==> config.mk <==
export PLATFORM = sky130hd
export DESIGN_NAME = cordic_issue_sched
export DESIGN_NICKNAME = d
export VERILOG_FILES = /design/src/rtl/cordic_issue_sched.sv
export SDC_FILE = /design/constraint.sdc
export NUM_CORES = 1
export LEC_CHECK = 0
export ABC_AREA = 0
export CAP_MARGIN = 15
export CORE_UTILIZATION = 35
export CTS_BUF_LIST = sky130_fd_sc_hd__clkbuf_8
export DETAILED_ROUTE_END_ITERATION = 16
export PLACE_DENSITY = 0.6
export SLEW_MARGIN = 10
export SYNTH_ARGS = -nofsm -noshare
export SYNTH_HDL_FRONTEND = slang
export SYNTH_SLANG_ARGS = --single-unit
export TNS_END_PERCENT = 10
==> constraint.sdc <==
create_clock -name clk -period 16.1 [get_ports clk]
set_input_delay 3.22 -clock clk [delete_from_list [all_inputs] [get_ports clk]]
set_output_delay 3.22 -clock clk [all_outputs]
set_load 0.01 [all_outputs]
==> src/rtl/cordic_issue_sched.sv <==
// Two-requester round-robin issue scheduler for a fixed-latency CORDIC chain,
// with a source-tag delay line and a credit-protected first-word-fall-through result FIFO.
module cordic_issue_sched #(
    parameter int NXY   = 32,
    parameter int NZ    = 32,
    parameter int LAT   = 8,
    parameter int DEPTH = 16
) (
    input  logic           clk,
    input  logic           reset,
    input  logic           a_valid,
    output logic           a_ready,
    input  logic [NXY-1:0] a_x,
    input  logic [NXY-1:0] a_y,
    input  logic [NZ-1:0]  a_z,
    input  logic           b_valid,
    output logic           b_ready,
    input  logic [NXY-1:0] b_x,
    input  logic [NXY-1:0] b_y,
    input  logic [NZ-1:0]  b_z,
    output logic [NXY-1:0] pipe_xi,
    output logic [NXY-1:0] pipe_yi,
    output logic [NZ-1:0]  pipe_zi,
    input  logic [NXY-1:0] pipe_xo,
    input  logic [NXY-1:0] pipe_yo,
    input  logic [NZ-1:0]  pipe_zo,
    output logic           res_valid,
    input  logic           res_ready,
    output logic [NXY-1:0] res_x,
    output logic [NXY-1:0] res_y,
    output logic [NZ-1:0]  res_zo,
    output logic           res_src,
    output logic           busy
);
    localparam int AW = (DEPTH > 1) ? $clog2(DEPTH) : 1;
    localparam int CW = $clog2(DEPTH + 1);

    function automatic logic [AW-1:0] f_ptr_inc(input logic [AW-1:0] p);
        f_ptr_inc = (p == AW'(DEPTH - 1)) ? {AW{1'b0}} : p + AW'(1);
    endfunction

    logic           r_iv;
    logic           r_isrc;
    logic [NXY-1:0] r_ix;
    logic [NXY-1:0] r_iy;
    logic [NZ-1:0]  r_iz;
    logic           r_rr;
    logic [CW-1:0]  r_cnt;
    logic           r_dl_v   [LAT];
    logic           r_dl_src [LAT];
    logic [NXY-1:0] r_mem_x  [DEPTH];
    logic [NXY-1:0] r_mem_y  [DEPTH];
    logic [NZ-1:0]  r_mem_z  [DEPTH];
    logic           r_mem_s  [DEPTH];
    logic [AW-1:0]  r_wptr;
    logic [AW-1:0]  r_rptr;
    logic [CW-1:0]  r_occ;

    logic w_credit;
    logic w_grant_a;
    logic w_grant_b;
    logic w_acc_a;
    logic w_acc_b;
    logic w_acc;
    logic w_wr;
    logic w_pop;

    // r_cnt tracks issue-reg + delay-line + FIFO population: each job enters on accept and leaves on pop.
    assign w_credit  = (r_cnt < CW'(DEPTH));
    assign w_grant_a = a_valid & (~b_valid | ~r_rr);
    assign w_grant_b = b_valid & (~a_valid | r_rr);
    assign a_ready   = ~reset & w_credit & w_grant_a;
    assign b_ready   = ~reset & w_credit & w_grant_b;
    assign w_acc_a   = a_valid & a_ready;
    assign w_acc_b   = b_valid & b_ready;
    assign w_acc     = w_acc_a | w_acc_b;
    assign w_wr      = r_dl_v[LAT-1];
    assign w_pop     = res_valid & res_ready;

    assign pipe_xi   = r_ix;
    assign pipe_yi   = r_iy;
    assign pipe_zi   = r_iz;
    assign res_valid = (r_occ != {CW{1'b0}});
    assign busy      = (r_cnt != {CW{1'b0}});
    // Stale storage is masked so an empty FIFO presents zeros.
    assign res_x     = res_valid ? r_mem_x[r_rptr] : {NXY{1'b0}};
    assign res_y     = res_valid ? r_mem_y[r_rptr] : {NXY{1'b0}};
    assign res_zo    = res_valid ? r_mem_z[r_rptr] : {NZ{1'b0}};
    assign res_src   = res_valid ? r_mem_s[r_rptr] : 1'b0;

    // Control state: issue register, arbitration pointer, tag delay line, FIFO pointers and credits.
    always_ff @(posedge clk) begin
        if (reset) begin
            r_iv   <= 1'b0;
            r_isrc <= 1'b0;
            r_ix   <= {NXY{1'b0}};
            r_iy   <= {NXY{1'b0}};
            r_iz   <= {NZ{1'b0}};
            r_rr   <= 1'b0;
            r_cnt  <= {CW{1'b0}};
            r_wptr <= {AW{1'b0}};
            r_rptr <= {AW{1'b0}};
            r_occ  <= {CW{1'b0}};
            for (int i = 0; i < LAT; i++) begin
                r_dl_v[i]   <= 1'b0;
                r_dl_src[i] <= 1'b0;
            end
        end else begin
            r_iv <= w_acc;
            if (w_acc) begin
                r_isrc <= w_acc_b;
                r_ix   <= w_acc_b ? b_x : a_x;
                r_iy   <= w_acc_b ? b_y : a_y;
                r_iz   <= w_acc_b ? b_z : a_z;
                r_rr   <= w_acc_a;
            end
            r_dl_v[0]   <= r_iv;
            r_dl_src[0] <= r_isrc;
            for (int i = 1; i < LAT; i++) begin
                r_dl_v[i]   <= r_dl_v[i-1];
                r_dl_src[i] <= r_dl_src[i-1];
            end
            if (w_wr) begin
                r_wptr <= f_ptr_inc(r_wptr);
            end
            if (w_pop) begin
                r_rptr <= f_ptr_inc(r_rptr);
            end
            case ({w_wr, w_pop})
                2'b10:   r_occ <= r_occ + CW'(1);
                2'b01:   r_occ <= r_occ - CW'(1);
                default: r_occ <= r_occ;
            endcase
            case ({w_acc, w_pop})
                2'b10:   r_cnt <= r_cnt + CW'(1);
                2'b01:   r_cnt <= r_cnt - CW'(1);
                default: r_cnt <= r_cnt;
            endcase
        end
    end

    // Result storage is written only; occupancy alone decides what is valid.
    always_ff @(posedge clk) begin
        if (w_wr && !reset) begin
            r_mem_x[r_wptr] <= pipe_xo;
            r_mem_y[r_wptr] <= pipe_yo;
            r_mem_z[r_wptr] <= pipe_zo;
            r_mem_s[r_wptr] <= r_dl_src[LAT-1];
        end
    end
endmodule
==> results of run 1 <==
area by class of cell:
class	instances	share of cell area, %
multi-input cells	1217	18.6
inverters	13	0.0629
diodes	6	0.0193
repair buffers	551	6.95
well taps	2464	3.97
clock inverters	184	1.21
flip-flops and latches	1689	63.6
clock buffers	316	5.60
worst paths after layout:
kind	from	to	slack, ns	cells after the start
setup / recovery	flip-flop	res_zo[19]	6.87	7
hold / removal	r_iv	r_dl_v[0][0]	0.44	1
setup reg to reg	r_occ[1]	r_occ[4]	12.62	9
hold reg to reg	r_iv	r_dl_v[0][0]	0.44	1
flip-flops by register name, summed over array words and instances, names as in the netlist, 5 cells and up, named ones only:
| name | flops |
|---|---|
| pipe_yi | 32 |
| r_occ | 5 |
| pipe_xi | 32 |
| r_mem_x | 512 |
| r_dl_src | 8 |
| r_mem_y | 512 |
| r_mem_s | 16 |
| r_cnt | 5 |
| pipe_zi | 32 |
| r_dl_v | 8 |
| r_mem_z | 512 |
routing by layer:
layer	global-route usage, %	part of all wire (%)	up-vias
met5	0	0.028	-
met1	22.4	41	17500
met3	4.09	6.3	289
met2	28.5	49	1194
met4	7.25	3.5	6
li1	-	-	14200
stage by stage:
stage | setup slack [ns] | total power, mW | area [µm²]
after floorplan | 5.28 | 4.98 | 64500
after global placement | 7.29 | 5.18 | 72300
after global routing | 6.42 | 9.04 | 77600
final | 6.87 | 8.72 | 77600
after CTS | 6.53 | 8.84 | 77600
after detailed placement | 7.29 | 5.18 | 72300
cells by family after synthesis:
family | after synthesis | synth area share, %
flops | 1689 | 76.5
mux | 491 | 15.3
simple gates | 483 | 3.43
compound gates | 222 | 3.08
buf+inv | 201 | 1.30
fa+ha+maj | 15 | 0.314
xor+xnor | 6 | 0.0814
power breakdown:
group	internal (mW)	switching, mW	total (mW)
registers	4.81	0.0178	4.83
clock network	1.91	1.71	3.62
logic	0.126	0.138	0.264
worst max-delay path: stages, from the launching register on:
cell and delay (ns):
dfxtp_4 0.80, buf_12 0.65, buf_4 0.67, buf_4 0.89
mux4_2 0.61, mux2_2 0.28, a221o_1 0.33, clkdlybuf4s50_1 0.54
synthesized netlist by cell type (2+ instances only):
| library cell | n | area, µm² |
|---|---|---|
| edfxtp_1 | 1552 | 46600 |
| buf_2 | 31 | 155 |
| inv_2 | 2 | 7.51 |
| and2_1 | 10 | 62.6 |
| nor2_1 | 122 | 458 |
| o211ai_1 | 3 | 22.5 |
| mux4_2 | 387 | 8720 |
| nor2b_1 | 114 | 713 |
| or4_1 | 3 | 22.5 |
| a21oi_1 | 15 | 75.1 |
| buf_6 | 6 | 67.6 |
| nand2_1 | 202 | 758 |
| mux2_2 | 98 | 1100 |
| buf_1 | 33 | 124 |
| and3_1 | 6 | 37.5 |
| a311oi_1 | 96 | 841 |
| xor2_1 | 5 | 43.8 |
| a221o_1 | 96 | 961 |
| nand2b_1 | 7 | 43.8 |
| o21ai_0 | 4 | 20.0 |
| o31ai_1 | 2 | 15.0 |
| ha_1 | 13 | 163 |
| nor3_1 | 6 | 30.0 |
| clkbuf_1 | 117 | 439 |
| fa_1 | 2 | 40.0 |
| nand3_1 | 8 | 40.0 |
| a21o_1 | 3 | 22.5 |
| inv_1 | 11 | 41.3 |
| dfxtp_1 | 137 | 2740 |
| mux2i_1 | 6 | 60.1 |
==> results.sh, run 1 <==
export IMPL_dp_hpwl_mm=84.7
export IMPL_synth_area_per_cell_um2=20.8
export IMPL_synth_cell_type_count=40
export IMPL_vias=33200
export IMPL_maxCapViolCount=0
export IMPL_drt_drc_violations_left=0
export IMPL_worstSetupPathType="reg -> out"
export IMPL_hold_class="reg -> reg"
export IMPL_drtAntennaViolNets=0
export IMPL_final_common_cell="edfxtp_1"
export IMPL_irDropWorstVdd_uv=63.4
export IMPL_async_flop_share_pct=0
export IMPL_slew_headroom_pct=25.9
export IMPL_layout_common_cells="edfxtp_1 (1,552), clkdlybuf4s50_1 (488), mux4_2 (387), clkbuf_8 (316), nand2_1 (202)"
export IMPL_fin_util_pct=42.4
export IMPL_die_w_um=431
export IMPL_crit_path_end_kind="output pin"
export IMPL_netlist_area_mm2=0.0645
export IMPL_finalClockSkew_ns=0.0481
export IMPL_multi_input_area_mm2=0.0144
export IMPL_die_h_um=431
export IMPL_slew_viol_final=0
export IMPL_coreArea_mm2=0.183
export IMPL_clkSinkCount=1689
export IMPL_layout_area_seq_mm2=0.0494
export IMPL_clock_path_buffers=4
export IMPL_clk_latency_ns=1.01
export IMPL_dpl_cell_count=5934
export IMPL_grt_max_degree=124
export IMPL_clock_root_buffer="clkbuf_8"
export IMPL_finalHoldViolCount=0
export IMPL_seq_area_frac_synth_pct=76.5
export IMPL_final_layout_size_suffix_gt1_share_pct=23.5
export IMPL_cp_start_kind="flip-flop"
export IMPL_antenna_found_initial=19
export IMPL_synth_seq_cells=1689
export IMPL_setup_viol=0
export IMPL_post_cts_repair_setup_buffers=0
export IMPL_max_freq_mhz=108
export IMPL_whs_ns=0.436
export IMPL_grt_setup_unrepaired="false"
export IMPL_postCtsHoldBufs=0
export IMPL_synth_warnings=0
export IMPL_start_util_pct=35.2
export IMPL_arrival_ns=6.01
export IMPL_fin_cells=6440
export IMPL_leakage_nw=24.0
export IMPL_setup_tns_ns=0
export IMPL_viasPerCell=5.16
export IMPL_drt_iter0_drc=2425
export IMPL_drt_wl_total_mm=164
export IMPL_tightestPinTransition_ns=1.11
export IMPL_rows=157
export IMPL_finalCriticalPeriod_ns=9.23
export IMPL_cts_inserted_buffers=302
export IMPL_place_gp_congestion=0.840
export IMPL_required_ns=12.88
export IMPL_grt_pass1_vias=35100
export IMPL_cp_max_fo=123
export IMPL_synthCells=3107
export IMPL_grt_usage_pct=17.5
export IMPL_drt_pass1_iterations=5
export IMPL_portBuffers=489
export IMPL_htreeDepth=5
export IMPL_status="finished, final reports clean"
export IMPL_synth_nets=3415
export IMPL_ctsResizeCount=0
export IMPL_nNetsFinal=4082
export IMPL_power_density_mw_per_mm2=112
export IMPL_syn_to_final_growth_pct=20.3
export IMPL_grt_pass1_wl_mm=237
export IMPL_overflow=0
export IMPL_synthFlopType="edfxtp_1"
export IMPL_path_clk_slew_ns=0.06
export IMPL_fillers=16100
export IMPL_synth_edf_count=1552
export IMPL_routedWlPerCell_um=25.5
export IMPL_dieArea_mm2=0.186
export IMPL_finalCritPeriodShare_pct=57.3
export IMPL_cts_tree="built"
export IMPL_ios=490
(Power assumes the default switching activity.)
==> run 2: changes to the inputs <==
--- a/config.mk
+++ b/config.mk
@@ -10,7 +10,7 @@
 export CORE_UTILIZATION = 35
 export CTS_BUF_LIST = sky130_fd_sc_hd__clkbuf_8
 export DETAILED_ROUTE_END_ITERATION = 16
-export PLACE_DENSITY = 0.6
+export PLACE_DENSITY = 0.62
 export SLEW_MARGIN = 10
 export SYNTH_ARGS = -nofsm -noshare
 export SYNTH_HDL_FRONTEND = slang
==> constraint.sdc (replaced) <==
create_clock -name clk -period 7.8 [get_ports clk]
set_input_delay 1.56 -clock clk [delete_from_list [all_inputs] [get_ports clk]]
set_output_delay 1.56 -clock clk [all_outputs]
set_load 0.01 [all_outputs]
==> run 2 against run 1 <==
Total power is 110% higher. Routed wire length is 0.11% lower. Global-route usage barely moved. Register-to-register slack got worse by 8.2 ns. Die area stayed put. Cell count is 0.28% lower. Largest power group unchanged. Highest routed layer unchanged.
==> results.sh, run 2 (synthesized netlist as in run 1, its figures left out) <==
export IMPL_nNetsFinal=4072
export IMPL_hold_class="reg -> reg"
export IMPL_htreeDepth=5
export IMPL_arrival_ns=4.66
export IMPL_syn_to_final_growth_pct=20.4
export IMPL_cts_inserted_buffers=298
export IMPL_drt_pass1_iterations=5
export IMPL_overflow=0
export IMPL_setup_tns_ns=0
export IMPL_routedWlPerCell_um=25.5
export IMPL_finalClockSkew_ns=0.0448
export IMPL_path_clk_slew_ns=0.06
export IMPL_start_util_pct=35.2
export IMPL_ios=490
export IMPL_finalCritPeriodShare_pct=79.8
export IMPL_portBuffers=489
export IMPL_clk_latency_ns=1.00
export IMPL_fillers=16100
export IMPL_fin_cells=6422
export IMPL_clkSinkCount=1689
export IMPL_die_h_um=431
export IMPL_grt_pass1_wl_mm=236
export IMPL_maxCapViolCount=0
export IMPL_dpl_cell_count=5928
export IMPL_grt_pass1_vias=35100
export IMPL_dpl_cell_area_mm2=0.0724
export IMPL_grt_usage_pct=17.5
export IMPL_whs_ns=0.432
export IMPL_irDropWorstVdd_uv=161
export IMPL_rows=157
export IMPL_antenna_found_initial=18
export IMPL_drtAntennaViolNets=0
export IMPL_drt_wl_total_mm=164
export IMPL_ctsResizeCount=0
export IMPL_critPathMaxStageDelay_ns=1.03
export IMPL_cp_start_kind="flip-flop"
export IMPL_grt_setup_unrepaired="false"
export IMPL_vias=33100
export IMPL_slew_viol_final=0
export IMPL_cp_max_fo=71
export IMPL_largestRegisters="r_mem_x x512, r_mem_y x512, r_mem_z x512"
export IMPL_layout_common_cells="edfxtp_1 (1,552), clkdlybuf4s50_1 (488), mux4_2 (387), clkbuf_8 (304), nand2_1 (202)"
export IMPL_place_gp_congestion=0.875
export IMPL_slew_headroom_pct=18.1
export IMPL_clock_root_buffer="clkbuf_8"
export IMPL_postCtsHoldBufs=0
export IMPL_crit_path_end_kind="output pin"
export IMPL_cp_cell_sequence="buf_4, mux4_2, mux2_2, a221o_1, clkdlybuf4s50_1"
export IMPL_power_density_mw_per_mm2=230
export IMPL_status="finished, final reports clean"
export IMPL_leakage_nw=24.1
export IMPL_tightestPinTransition_ns=1.23
export IMPL_post_cts_repair_setup_buffers=0
export IMPL_die_w_um=431
export IMPL_crit_slowest_cell="buf_4"
export IMPL_setup_viol=0
export IMPL_final_area_mm2=0.0777
export IMPL_max_freq_mhz=161
export IMPL_drt_drc_violations_left=0
export IMPL_cts_tree="built"
export IMPL_finalCriticalPeriod_ns=6.22
export IMPL_drt_iter0_drc=2786
export IMPL_finalHoldViolCount=0
export IMPL_required_ns=6.24
export IMPL_dp_hpwl_mm=83.7
export IMPL_final_common_cell="edfxtp_1"
export IMPL_worstSetupPathType="reg -> out"
export IMPL_fin_util_pct=42.4
export IMPL_final_layout_size_suffix_gt1_share_pct=23.2
export IMPL_viasPerCell=5.16
export IMPL_coreArea_mm2=0.183
export IMPL_grt_max_degree=103
export IMPL_dieArea_mm2=0.186
export IMPL_clock_path_buffers=4
-- run 2: cell types whose count changed in the layout (fill, tap and decap cells not counted), sizes merged --
cell,before,now
buf,63,57
bufinv,7,11
clkbuf,316,304
clkinv,93,72
clkinvlp,3,5
diode,6,8
inv,94,107
-- run 2: worst max-delay path: cells and delay by family (launching register included) --
family,cells,cell delay [ns]
AO/OA/AOI/OAI,1,0.39
flip-flops,1,1.01
multiplexers,2,0.69
buffers and inverters,2,1.56
-- run 2: layout make-up --
type	instances	area, µm²	share of cell area (%)
Multi-Input combinational cell	1217	14400	18.6
Inverter	13	48.8	0.0628
Tap cell	2464	3080	3.97
Clock inverter	182	1030	1.32
Timing Repair Buffer	545	5530	7.11
Clock buffer	304	4180	5.39
Sequential cell	1689	49400	63.5
Antenna cell	8	20.0	0.0258
-- run 2: report_power, final --
part | switching, mW | leakage [nW] | internal, mW | total [mW]
clock | 3.43 | 3.01 | 3.95 | 7.38
sequential | 0.0405 | 15.1 | 9.93 | 9.97
combinational | 0.282 | 5.96 | 0.260 | 0.542
total | 3.76 | 24.1 | 14.1 | 17.9
-- run 2: layer usage --
metal / wire, µm / up-vias / global-route usage [%]
met5: 57 / - / 0
met4: 4630 / 10 / 6.45
met3: 11200 / 268 / 4.21
met2: 81700 / 1242 / 29.1
met1: 66100 / 17500 / 22.2
li1: - / 14200 / -
-- run 2: final timing paths --
check        cells past startpoint            from  slack (ns)             end
min                              1  r_dl_src[0][1]        0.43  r_dl_src[0][2]
max reg2reg                      9        r_occ[1]        4.40        r_occ[4]
min reg2reg                      1  r_dl_src[0][1]        0.43  r_dl_src[0][2]
max                              5       flip-flop        1.58      res_zo[26]
-- run 2: per-stage QoR --
stage / setup WS [ns] / power, mW
after floorplan: -1.36 / 10.3
after global placement: 2.46 / 10.7
after detailed placement: 2.48 / 10.7
after CTS: 1.34 / 18.1
after global routing: 1.30 / 18.5
final: 1.58 / 17.9
